$ cat src/rtl/ex_operand_stage_pkg.sv
// ex_operand_stage_pkg
//   Shared definitions for the ID/EX operand stage: ALU function codes,
//   the function code loaded by a pipeline bubble, and the hard-wired
//   zero register number.
package ex_operand_stage_pkg;

  // Encodings are shared with the ALU.
  typedef enum logic [2:0] {
    ALU_AND  = 3'd0,
    ALU_OR   = 3'd1,
    ALU_ADD  = 3'd2,
    ALU_SUB  = 3'd3,
    ALU_SLLV = 3'd4,
    ALU_SRLV = 3'd5,
    ALU_SLT  = 3'd6,
    ALU_NOP  = 3'd7
  } alu_f_e;

  // A bubble presents AND so that the idle ALU output is deterministic.
  localparam alu_f_e BUBBLE_F = ALU_AND;

  localparam logic [4:0] REG_ZERO = 5'd0;

endpackage

$ cat src/rtl/ex_operand_stage_if.sv
// ex_operand_stage_if
//   Bundles every signal of the ID/EX operand stage except clock and reset.
//   master : upstream side (ID decode, MEM/WB writeback, pipeline control)
//            drives the instruction and forwarding sources.
//   slave  : the operand stage itself, driving ALU operands, registered
//            EX control bits, the ID stall and the bubble counter.
interface ex_operand_stage_if #(
  parameter int unsigned DW   = 32,
  parameter int unsigned AW   = 5,
  parameter int unsigned CNTW = 16
) ();

  // ID-stage instruction
  logic          id_valid;
  logic [AW-1:0] id_rs;
  logic [AW-1:0] id_rt;
  logic [AW-1:0] id_rd;
  logic [DW-1:0] id_rs_data;
  logic [DW-1:0] id_rt_data;
  logic [DW-1:0] id_imm;
  logic [2:0]    id_alu_f;
  logic          id_alusrc;
  logic          id_regdst;
  logic          id_uses_rt;
  logic          id_regwrite;
  logic          id_memtoreg;
  logic          id_memwrite;

  // Pipeline control
  logic          ex_stall;
  logic          ex_flush;

  // Forwarding sources
  logic          mem_regwrite;
  logic [AW-1:0] mem_waddr;
  logic [DW-1:0] mem_result;
  logic          wb_regwrite;
  logic [AW-1:0] wb_waddr;
  logic [DW-1:0] wb_result;

  // EX-side outputs
  logic [DW-1:0]   srcA;
  logic [DW-1:0]   srcB;
  logic [2:0]      alu_f;
  logic [DW-1:0]   ex_wdata;
  logic [AW-1:0]   ex_waddr;
  logic            ex_valid;
  logic            ex_regwrite;
  logic            ex_memtoreg;
  logic            ex_memwrite;
  logic            stall_id;
  logic [CNTW-1:0] bubble_cnt;

  modport master (
    output id_valid, id_rs, id_rt, id_rd, id_rs_data, id_rt_data, id_imm,
           id_alu_f, id_alusrc, id_regdst, id_uses_rt,
           id_regwrite, id_memtoreg, id_memwrite,
           ex_stall, ex_flush,
           mem_regwrite, mem_waddr, mem_result,
           wb_regwrite, wb_waddr, wb_result,
    input  srcA, srcB, alu_f, ex_wdata, ex_waddr,
           ex_valid, ex_regwrite, ex_memtoreg, ex_memwrite,
           stall_id, bubble_cnt
  );

  modport slave (
    input  id_valid, id_rs, id_rt, id_rd, id_rs_data, id_rt_data, id_imm,
           id_alu_f, id_alusrc, id_regdst, id_uses_rt,
           id_regwrite, id_memtoreg, id_memwrite,
           ex_stall, ex_flush,
           mem_regwrite, mem_waddr, mem_result,
           wb_regwrite, wb_waddr, wb_result,
    output srcA, srcB, alu_f, ex_wdata, ex_waddr,
           ex_valid, ex_regwrite, ex_memtoreg, ex_memwrite,
           stall_id, bubble_cnt
  );

endinterface

$ cat src/rtl/ex_operand_stage_fwd_mux.sv
// ex_fwd_mux
//   Combinational forwarding selector for one EX source operand.
//   Priority: MEM result, then WB result, then the captured register data.
//   Register 0 is never forwarded.
//   Ports:
//     mem_regwrite_i/mem_waddr_i/mem_result_i : MEM-stage write
//     wb_regwrite_i/wb_waddr_i/wb_result_i    : WB-stage write
//     src_addr_i                              : register number read in EX
//     reg_data_i                              : register data captured at ID
//     fwd_o                                   : forwarded operand
module ex_fwd_mux
  import ex_operand_stage_pkg::*;
#(
  parameter int unsigned DW = 32,
  parameter int unsigned AW = 5
) (
  input  logic          mem_regwrite_i,
  input  logic [AW-1:0] mem_waddr_i,
  input  logic [DW-1:0] mem_result_i,
  input  logic          wb_regwrite_i,
  input  logic [AW-1:0] wb_waddr_i,
  input  logic [DW-1:0] wb_result_i,
  input  logic [AW-1:0] src_addr_i,
  input  logic [DW-1:0] reg_data_i,
  output logic [DW-1:0] fwd_o
);

  localparam logic [AW-1:0] ZERO_ADDR = AW'(REG_ZERO);

  logic mem_hit;
  logic wb_hit;

  assign mem_hit = mem_regwrite_i && (mem_waddr_i != ZERO_ADDR) && (mem_waddr_i == src_addr_i);
  assign wb_hit  = wb_regwrite_i  && (wb_waddr_i  != ZERO_ADDR) && (wb_waddr_i  == src_addr_i);

  always_comb begin
    fwd_o = reg_data_i;
    if (mem_hit) begin
      fwd_o = mem_result_i;
    end else if (wb_hit) begin
      fwd_o = wb_result_i;
    end
  end

endmodule

$ cat src/rtl/ex_operand_stage.sv
// ex_operand_stage
//   ID/EX pipeline register with EX-side operand forwarding and load-use
//   hazard detection. Outputs feed the ALU combinationally.
//   Ports:
//     clk   : rising-edge clock
//     rst_n : asynchronous active-low reset
//     bus   : ex_operand_stage_if slave modport
//             in : ID instruction fields, ex_stall/ex_flush, MEM/WB writes
//             out: srcA/srcB/alu_f, ex_wdata/ex_waddr, ex_* control bits,
//                  stall_id, bubble_cnt
module ex_operand_stage
  import ex_operand_stage_pkg::*;
#(
  parameter int unsigned DW   = 32,
  parameter int unsigned AW   = 5,
  parameter int unsigned CNTW = 16
) (
  input logic                clk,
  input logic                rst_n,
  ex_operand_stage_if.slave  bus
);

  localparam logic [AW-1:0] ZERO_ADDR = AW'(REG_ZERO);

  typedef struct packed {
    logic          valid;
    logic          regwrite;
    logic          memtoreg;
    logic          memwrite;
    logic [AW-1:0] waddr;
    logic [AW-1:0] rs;
    logic [AW-1:0] rt;
    logic [DW-1:0] rs_data;
    logic [DW-1:0] rt_data;
    logic [DW-1:0] imm;
    logic          alusrc;
    alu_f_e        alu_f;
  } ex_reg_t;

  ex_reg_t         ex_q;
  ex_reg_t         ex_d;
  logic [CNTW-1:0] bubble_cnt_q;
  logic [CNTW-1:0] bubble_cnt_d;

  logic          load_in_ex;
  logic          hazard;
  logic [DW-1:0] fwd_a;
  logic [DW-1:0] fwd_b;

  // A load in EX whose destination is read by the ID instruction.
  assign load_in_ex = ex_q.valid && ex_q.memtoreg && (ex_q.waddr != ZERO_ADDR);
  assign hazard     = load_in_ex && bus.id_valid &&
                      ((ex_q.waddr == bus.id_rs) ||
                       (bus.id_uses_rt && (ex_q.waddr == bus.id_rt)));

  assign bus.stall_id = bus.ex_stall || (hazard && !bus.ex_flush);

  always_comb begin
    ex_d = ex_q;
    if (bus.ex_stall) begin
      ex_d = ex_q;
    end else if (bus.ex_flush || hazard) begin
      // Bubble: only the fields that can cause side effects are cleared;
      // operand fields keep their old contents.
      ex_d.valid    = 1'b0;
      ex_d.regwrite = 1'b0;
      ex_d.memtoreg = 1'b0;
      ex_d.memwrite = 1'b0;
      ex_d.waddr    = '0;
      ex_d.alu_f    = BUBBLE_F;
    end else begin
      ex_d.valid    = bus.id_valid;
      ex_d.regwrite = bus.id_valid && bus.id_regwrite;
      ex_d.memtoreg = bus.id_valid && bus.id_memtoreg;
      ex_d.memwrite = bus.id_valid && bus.id_memwrite;
      ex_d.waddr    = bus.id_regdst ? bus.id_rd : bus.id_rt;
      ex_d.rs       = bus.id_rs;
      ex_d.rt       = bus.id_rt;
      ex_d.rs_data  = bus.id_rs_data;
      ex_d.rt_data  = bus.id_rt_data;
      ex_d.imm      = bus.id_imm;
      ex_d.alusrc   = bus.id_alusrc;
      ex_d.alu_f    = alu_f_e'(bus.id_alu_f);
    end
  end

  // Only hazard bubbles are counted; a flush takes precedence and is not.
  always_comb begin
    bubble_cnt_d = bubble_cnt_q;
    if (!bus.ex_stall && !bus.ex_flush && hazard && (bubble_cnt_q != '1)) begin
      bubble_cnt_d = bubble_cnt_q + CNTW'(1);
    end
  end

  always_ff @(posedge clk or negedge rst_n) begin
    if (!rst_n) begin
      ex_q         <= '0;
      ex_q.alu_f   <= BUBBLE_F;
      bubble_cnt_q <= '0;
    end else begin
      ex_q         <= ex_d;
      bubble_cnt_q <= bubble_cnt_d;
    end
  end

  ex_fwd_mux #(.DW(DW), .AW(AW)) u_fwd_a (
    .mem_regwrite_i (bus.mem_regwrite),
    .mem_waddr_i    (bus.mem_waddr),
    .mem_result_i   (bus.mem_result),
    .wb_regwrite_i  (bus.wb_regwrite),
    .wb_waddr_i     (bus.wb_waddr),
    .wb_result_i    (bus.wb_result),
    .src_addr_i     (ex_q.rs),
    .reg_data_i     (ex_q.rs_data),
    .fwd_o          (fwd_a)
  );

  ex_fwd_mux #(.DW(DW), .AW(AW)) u_fwd_b (
    .mem_regwrite_i (bus.mem_regwrite),
    .mem_waddr_i    (bus.mem_waddr),
    .mem_result_i   (bus.mem_result),
    .wb_regwrite_i  (bus.wb_regwrite),
    .wb_waddr_i     (bus.wb_waddr),
    .wb_result_i    (bus.wb_result),
    .src_addr_i     (ex_q.rt),
    .reg_data_i     (ex_q.rt_data),
    .fwd_o          (fwd_b)
  );

  assign bus.srcA        = fwd_a;
  assign bus.srcB        = ex_q.alusrc ? ex_q.imm : fwd_b;
  assign bus.ex_wdata    = fwd_b;
  assign bus.alu_f       = ex_q.alu_f;
  assign bus.ex_waddr    = ex_q.waddr;
  assign bus.ex_valid    = ex_q.valid;
  assign bus.ex_regwrite = ex_q.regwrite;
  assign bus.ex_memtoreg = ex_q.memtoreg;
  assign bus.ex_memwrite = ex_q.memwrite;
  assign bus.bubble_cnt  = bubble_cnt_q;

endmodule

$ cat src/flat_wrapper.sv
// flat-port wrapper written by rule: the top's interface ports become plain ports
module ex_operand_stage_flat import ex_operand_stage_pkg::*;
#(
  parameter int unsigned DW   = 32,
  parameter int unsigned AW   = 5,
  parameter int unsigned CNTW = 16
)
  (clk, rst_n, bus_id_valid, bus_id_rs, bus_id_rt, bus_id_rd, bus_id_rs_data, bus_id_rt_data, bus_id_imm, bus_id_alu_f, bus_id_alusrc, bus_id_regdst, bus_id_uses_rt, bus_id_regwrite, bus_id_memtoreg, bus_id_memwrite, bus_ex_stall, bus_ex_flush, bus_mem_regwrite, bus_mem_waddr, bus_mem_result, bus_wb_regwrite, bus_wb_waddr, bus_wb_result, bus_srcA, bus_srcB, bus_alu_f, bus_ex_wdata, bus_ex_waddr, bus_ex_valid, bus_ex_regwrite, bus_ex_memtoreg, bus_ex_memwrite, bus_stall_id, bus_bubble_cnt);
  ex_operand_stage_if #(.DW(DW), .AW(AW), .CNTW(CNTW)) bus_i ();
  input logic clk;
  input logic rst_n;
  input wire logic [$bits(bus_i.id_valid)-1:0] bus_id_valid;
  input wire logic [$bits(bus_i.id_rs)-1:0] bus_id_rs;
  input wire logic [$bits(bus_i.id_rt)-1:0] bus_id_rt;
  input wire logic [$bits(bus_i.id_rd)-1:0] bus_id_rd;
  input wire logic [$bits(bus_i.id_rs_data)-1:0] bus_id_rs_data;
  input wire logic [$bits(bus_i.id_rt_data)-1:0] bus_id_rt_data;
  input wire logic [$bits(bus_i.id_imm)-1:0] bus_id_imm;
  input wire logic [$bits(bus_i.id_alu_f)-1:0] bus_id_alu_f;
  input wire logic [$bits(bus_i.id_alusrc)-1:0] bus_id_alusrc;
  input wire logic [$bits(bus_i.id_regdst)-1:0] bus_id_regdst;
  input wire logic [$bits(bus_i.id_uses_rt)-1:0] bus_id_uses_rt;
  input wire logic [$bits(bus_i.id_regwrite)-1:0] bus_id_regwrite;
  input wire logic [$bits(bus_i.id_memtoreg)-1:0] bus_id_memtoreg;
  input wire logic [$bits(bus_i.id_memwrite)-1:0] bus_id_memwrite;
  input wire logic [$bits(bus_i.ex_stall)-1:0] bus_ex_stall;
  input wire logic [$bits(bus_i.ex_flush)-1:0] bus_ex_flush;
  input wire logic [$bits(bus_i.mem_regwrite)-1:0] bus_mem_regwrite;
  input wire logic [$bits(bus_i.mem_waddr)-1:0] bus_mem_waddr;
  input wire logic [$bits(bus_i.mem_result)-1:0] bus_mem_result;
  input wire logic [$bits(bus_i.wb_regwrite)-1:0] bus_wb_regwrite;
  input wire logic [$bits(bus_i.wb_waddr)-1:0] bus_wb_waddr;
  input wire logic [$bits(bus_i.wb_result)-1:0] bus_wb_result;
  output wire logic [$bits(bus_i.srcA)-1:0] bus_srcA;
  output wire logic [$bits(bus_i.srcB)-1:0] bus_srcB;
  output wire logic [$bits(bus_i.alu_f)-1:0] bus_alu_f;
  output wire logic [$bits(bus_i.ex_wdata)-1:0] bus_ex_wdata;
  output wire logic [$bits(bus_i.ex_waddr)-1:0] bus_ex_waddr;
  output wire logic [$bits(bus_i.ex_valid)-1:0] bus_ex_valid;
  output wire logic [$bits(bus_i.ex_regwrite)-1:0] bus_ex_regwrite;
  output wire logic [$bits(bus_i.ex_memtoreg)-1:0] bus_ex_memtoreg;
  output wire logic [$bits(bus_i.ex_memwrite)-1:0] bus_ex_memwrite;
  output wire logic [$bits(bus_i.stall_id)-1:0] bus_stall_id;
  output wire logic [$bits(bus_i.bubble_cnt)-1:0] bus_bubble_cnt;
  assign bus_i.id_valid = bus_id_valid;
  assign bus_i.id_rs = bus_id_rs;
  assign bus_i.id_rt = bus_id_rt;
  assign bus_i.id_rd = bus_id_rd;
  assign bus_i.id_rs_data = bus_id_rs_data;
  assign bus_i.id_rt_data = bus_id_rt_data;
  assign bus_i.id_imm = bus_id_imm;
  assign bus_i.id_alu_f = bus_id_alu_f;
  assign bus_i.id_alusrc = bus_id_alusrc;
  assign bus_i.id_regdst = bus_id_regdst;
  assign bus_i.id_uses_rt = bus_id_uses_rt;
  assign bus_i.id_regwrite = bus_id_regwrite;
  assign bus_i.id_memtoreg = bus_id_memtoreg;
  assign bus_i.id_memwrite = bus_id_memwrite;
  assign bus_i.ex_stall = bus_ex_stall;
  assign bus_i.ex_flush = bus_ex_flush;
  assign bus_i.mem_regwrite = bus_mem_regwrite;
  assign bus_i.mem_waddr = bus_mem_waddr;
  assign bus_i.mem_result = bus_mem_result;
  assign bus_i.wb_regwrite = bus_wb_regwrite;
  assign bus_i.wb_waddr = bus_wb_waddr;
  assign bus_i.wb_result = bus_wb_result;
  assign bus_srcA = bus_i.srcA;
  assign bus_srcB = bus_i.srcB;
  assign bus_alu_f = bus_i.alu_f;
  assign bus_ex_wdata = bus_i.ex_wdata;
  assign bus_ex_waddr = bus_i.ex_waddr;
  assign bus_ex_valid = bus_i.ex_valid;
  assign bus_ex_regwrite = bus_i.ex_regwrite;
  assign bus_ex_memtoreg = bus_i.ex_memtoreg;
  assign bus_ex_memwrite = bus_i.ex_memwrite;
  assign bus_stall_id = bus_i.stall_id;
  assign bus_bubble_cnt = bus_i.bubble_cnt;
  ex_operand_stage #(.DW(DW), .AW(AW), .CNTW(CNTW)) u_core (.clk(clk), .rst_n(rst_n), .bus(bus_i));
endmodule
$ cat config.mk
export PLATFORM = sky130hd
export DESIGN_NAME = ex_operand_stage_flat
export DESIGN_NICKNAME = d
export VERILOG_FILES = /design/src/rtl/ex_operand_stage_pkg.sv /design/src/rtl/ex_operand_stage_if.sv /design/src/rtl/ex_operand_stage_fwd_mux.sv /design/src/rtl/ex_operand_stage.sv /design/src/flat_wrapper.sv
export SDC_FILE = /design/constraint.sdc
export NUM_CORES = 1
export LEC_CHECK = 0
export ABC_AREA = 1
export ABC_CLOCK_PERIOD_IN_PS = 2100
export CAP_MARGIN = 20
export CORE_AREA = 2 2 141 143
export CTS_CLUSTER_DIAMETER = 200
export DETAILED_ROUTE_END_ITERATION = 8
export DIE_AREA = 0 0 143 145
export HOLD_SLACK_MARGIN = 0.12
export PLACE_DENSITY = 0.81
export SLEW_MARGIN = 20
export SYNTH_ARGS = -nofsm -noshare
export SYNTH_HDL_FRONTEND = slang
export SYNTH_SLANG_ARGS = --single-unit
export TNS_END_PERCENT = 30
$ cat constraint.sdc
create_clock -name clk -period 2.1 [get_ports clk]
set_clock_uncertainty 0.15 [all_clocks]
set_input_delay 0.21 -clock clk [delete_from_list [all_inputs] [get_ports clk]]
set_output_delay 0.21 -clock clk [all_outputs]
set_load 0.01 [all_outputs]
### Yosys cells after proc, flatten, opt, wreduce, memory -nomap -nowiden

Index checks and enable logic that the tools add are counted.

* bits in registers: 135
* output and inout bits: 125
* logic and storage cells: 58

* add/subtract/negate cells: 1
* equal/unequal tests: 7
* mux-type cells: 8
* bitwise operators: 2
* reductions and logical operators: 27

Operators with widths (count)
* two-way mux 32 bit: 5
* == test 5 bit: 6
* logical AND 1 bit: 18
* adder 16 x 1 -> 16 bit, second input constant: 1
* != test 16 bit, second input constant: 1
* nonzero test 5 bit: 3
* two-way mux 9 bit: 1
* two-way mux 5 bit: 1
* logical OR 1 bit: 3
* two-way mux 3 bit: 1
* logical NOT 1 bit: 2
* inverter 1 bit: 2
* AND reduction 2 bit: 1

### Longest topological paths before layout

* word-level depth: 7
* mapped depth: 12
* depth with buffers taken out: 11

### By module

A second synthesis with hierarchy kept.

* cells, all modules: 1338
* area, all modules: 9137.5 um2

By module, submodules not included
* ex_operand_stage: instances 1, cells an instance 742, area an instance 6304.8 um2
* ex_fwd_mux: instances 2, cells an instance 298, area an instance 1416.4 um2

### Least setup slack after synthesis

Ideal clock, no wire load.

* path type: register to register
* start point: reg u_core.bubble_cnt_q[0], in the netlist u_core.bus.bubble_cnt[0]
* end point: reg u_core.bubble_cnt_q[4], in the netlist u_core.bus.bubble_cnt[4]
* arrival: 1.572 ns
* path slack: 0.313 ns
* cell stages (with the launch flop): 10
* path buffers: 2
* clock period less this slack: 1.787 ns
* cells stage by stage: dfrtp_1 ha_1 nand3_1 nor2_1 nand3_1 nand4_1 buf_4 buf_4 nand2_1 nand2_1

* word-level cells in the longest chain between the ends: 2

Ends and longest elaborated chain
* start: declaration: line ex_operand_stage.sv:42 `logic [CNTW-1:0] bubble_cnt_q;`
* start signal: assignment: line ex_operand_stage.sv:102 `bubble_cnt_q <= bubble_cnt_d;`
* parallel branches: the longest is 2 deep, another holds adder 16 x 1 -> 16 bit

Parallel ways; which one is timed is not known.
A chain may end at the register's enable or synchronous reset.

### Worst setup path in the final report

* start point: reg u_core.ex_q[100] in the netlist's numbering
* end point: out bus_srcB[28]

* word-level cells in the longest chain between the ends: 5

Ends and longest elaborated chain
* start: declaration: line ex_operand_stage.sv:40 `ex_reg_t ex_q;`
* == test 5 bit: line ex_operand_stage_fwd_mux.sv:34 `assign wb_hit = wb_regwrite_i && (wb_waddr_i != ZERO_ADDR) && (wb_waddr_i == src_addr_i);`
* logical AND 1 bit: line ex_operand_stage_fwd_mux.sv:34
* two-way mux 32 bit: line ex_operand_stage_fwd_mux.sv:40 `end else if (wb_hit) begin`
* two-way mux 32 bit (*): line ex_operand_stage_fwd_mux.sv:38 `if (mem_hit) begin`
* two-way mux 32 bit (*): line ex_operand_stage.sv:131 `assign bus.srcB = ex_q.alusrc ? ex_q.imm : fwd_b;`
* end: declaration: line flat_wrapper.sv:35 `output wire logic [$bits(bus_i.srcB)-1:0] bus_srcB;`

Mark *: on every way between the ends. The rest lies on a longest branch, timed or not.

==> flow_metrics.tcl <==
set metrics [dict create \
    worstHoldPathCells 3 \
    synth_compound_area_share_pct 4.82 \
    async_flop_share_pct 100 \
    synth_top_flop_cell "dfrtp_1" \
    synth_fa_ha_area_share_pct 0.147 \
    leakage_nw 6.75 \
    wirelength_mm 35.0 \
    syn-num-nets 1403 \
    max_clock_freq_ghz 0.386 \
    finalSetupViolations 96 \
    timing.rr.end "u_core.ex_q[69]" \
    fin_hold_ws_ps 168 \
    slew_violations 0 \
    post_drt_wl_per_cell_um 18.9 \
    p_per_area_nw_per_um2 662 \
    maxCapViolations 0 \
    cp-start-kind "flip-flop" \
    grt_pass1_wl_mm 51.2 \
    violations "setup timing" \
    drive_above_1_share_pct 25.9 \
    yosys.area_share.simple_pct 43.7 \
    syn_inst 1201 \
    ioPinCount 326 \
    overflow 0 \
    die_y_um 145 \
    clock-sinks 135 \
    crit_slowest_cell "dfrtp_2" \
    core_sq_um 19200 \
    path_clk_slew_ps 70 \
    period_needed_ps 2590 \
    vdd_ir_drop_max_mv 0.596 \
    grt_pass1_vias 9362 \
    synthMuxAreaShare_pct 0 \
    via_per_inst 5.37 \
    cts-buffers-inserted 17 \
    synth-edff-count 0 \
    synth_area_sq_um 8530 \
    worstMarginPinSlew_ps 403 \
    worst-path-buf-inv 3 \
    first_pass_iters 5 \
    min_to "u_core.bus.ex_regwrite" \
    cts_tree "built" \
    synth.avg_cell_area_sq_um 7.11 \
    die_area_sq_um 20700 \
    die_w_um 143 \
    antenna_found_initial 1 \
    crit_start "u_core.ex_q[100]" \
    fin_nets 1768 \
    crit_type "flip-flop to output port" \
    worst_slack_ps -490 \
    dpl-instance-area_sq_um 12400 \
    rsz0062_at_grt "yes" \
    fp-row-count 51 \
    hp-class "primary input to flip-flop" \
    hp-start "bus_id_regwrite" \
    stdcell_area_sq_um 13700 \
    io_buffers 325 \
    ant_nets 0 \
    area_growth_pct 60.9 \
    cp-end-kind "output port" \
    synth-seq-area-share_pct 39.6 \
    rrSetupSlack_ps 80 \
    cts.htree.levels 4 \
    clockBufferDepth 2 \
    reg2reg_from "u_core.bus.ex_waddr[4]" \
    worst-path-max-fanout 14 \
    initial_core_util_pct 44.4 \
    synth_top_family_by_area "simple AND/OR/NAND/NOR gates" \
    synth_warnings 0 \
    hpwl_mm 24.8 \
    crit_family "simple AND/OR/NAND/NOR gates" \
    synth_cell_types 28 \
    post-route-period-util_pct 123 \
    hold_viol_final 0 \
    max_stage_delay_ps 450 \
    grt_usage_pct 32.1 \
    cp.arrival_ps 2230 \
    drt_iter0_markers 916 \
    clkLatencyLatePin_ps 430 \
    finalPower_mw 9.09 \
    place_congestion 0.956 \
    vias 9916 \
    ys_ff_latch 135 \
    status "complete, but fails checks" \
    ctsRootBufferMaster "clkbuf_16" \
    crit_chain "xnor2_1 > nand2_1 > nor2_1 > nand3b_1 > buf_4 > clkbuf_16 > nand3_1 > nand3_1 > nand2_1 > buf_2" \
    maxSlewHeadroom_pct 73.1 \
    drc 0 \
    grt_max_degree 56 \
    rr_worst_depth 12 \
    synth-xor-area-share_pct 3.28 \
    cp.required_ps 1740 \
]
## stage by stage
stage / TNS (ps) / setup WS [ps] / util (%) / instances
after global placement: -80080 / -765 / 64.7 / 1786
after global routing: -44790 / -557 / 71.5 / 1845
after floorplan: 0 / 313 / - / 1201
final: -36840 / -490 / 71.5 / 1845
after detailed placement: -84370 / -755 / 64.7 / 1786
after CTS: -43360 / -711 / 68.9 / 1830
## area by class of cell
cell class                 instances  area [sq um]
clock buffer                      17           425
sequential                       135          3390
timing repair buffer             430          4170
clock inverter                    15           168
multi-input combinational        917          5000
fill                            1548          5470
inverter                          65           244
antenna                            1          2.50
tap                              265           332
## repair_timing
action                                  CTS  global route
gates resized for setup                 344           220
endpoints found under the setup margin   97           134
pin swaps                                11            42
buffers inserted                          7             9
hold buffers                              2             0
hold endpoints to repair                135             0
gates cloned                              3             5
## cells in the final DEF, fill, tap and decap left out, types with 28 or more instances in the layout
cell type / instances
nand2_2: 42
nand3_1: 154
nor2_1: 59
buf_6: 45
dfrtp_1: 127
a21oi_2: 28
nand3_2: 50
nand2_1: 391
nand3b_1: 65
buf_4: 58
buf_2: 55
inv_1: 57
clkdlybuf4s50_1: 223
## power breakdown
part | leakage, nW | switching, mW | internal, mW
clock | 0.290 | 1.26 | 1.77
combinational | 4.81 | 1.54 | 1.44
sequential | 1.65 | 0.195 | 2.88
## registers in the layout, indices dropped and copies added, names as in the netlist
| signal | cells |
|---|---|
| u_core.bus.ex_memwrite | 1 |
| u_core.bus.ex_waddr | 5 |
| u_core.bus.bubble_cnt | 16 |
| u_core.bus.ex_regwrite | 1 |
| u_core.bus.ex_memtoreg | 1 |
| u_core.bus.ex_valid | 1 |
| u_core.ex_q | 107 |
| u_core.bus.alu_f | 3 |
## logic make-up (layout without fill, tap and decap cells)
logic type,after synthesis,in the layout
AO/OA/AOI/OAI,60,60
AND/OR/NAND/NOR,824,824
buffers and inverters,149,527
other,0,1
adder cells (fa/ha/maj),1,1
flip-flops,135,135
XOR/XNOR,32,32
## Yosys cell counts (3+ instances only)
cell type  count  area share [%]
a21oi_1       10            0.59
a21oi_2       28             2.9
and2_1        32             2.3
buf_1          8            0.35
buf_2         30             1.8
buf_4         19             1.7
buf_6          7            0.92
clkbuf_1      20            0.88
dfrtp_1      135              40
inv_1         60             2.6
inv_2          5            0.22
nand2_1      439              19
nand2_2        3            0.22
nand3_1      206              12
nand3b_1      65             5.7
nand4_1        6            0.44
nor2_1        63             2.8
nor3_1         5            0.29
o21ai_0       15            0.88
o22ai_1        5            0.37
xnor2_1       13             1.3
xor2_1        19             2.0
## worst register-to-register path, stage by stage (launching register included)
cell and delay, ps:
dfrtp_1 410, inv_2 80, nand2_1 60, nand2_1 70, nor2_1 110, nand3_1 100
nand2_2 90, nand2_2 70, buf_6 170, nand2_8 170, buf_4 220, nor2_1 60
a21oi_1 170
## routing by layer
metal	wire [um]	vias up	part of all wire [%]	GRT usage, %
met1	13500	4678	39	40.5
met2	16800	529	48	51.1
met4	1660	0	4.7	16.7
met3	2970	110	8.5	7.39
met5	0	-	0	0
li1	-	4599	-	-
## how the worst max path moves through the flow
stage | depth (start not counted) | to | slack, ps
floorplan | 9 | u_core.bus.bubble_cnt[4] | 310
global placement | 10 | bus_ex_wdata[31] | -770
detailed placement | 11 | bus_srcB[1] | -750
CTS | 13 | bus_srcB[11] | -710
global route | 10 | bus_srcB[29] | -560
finish | 10 | bus_srcB[28] | -490
Power figures use the tool's default switching activity.
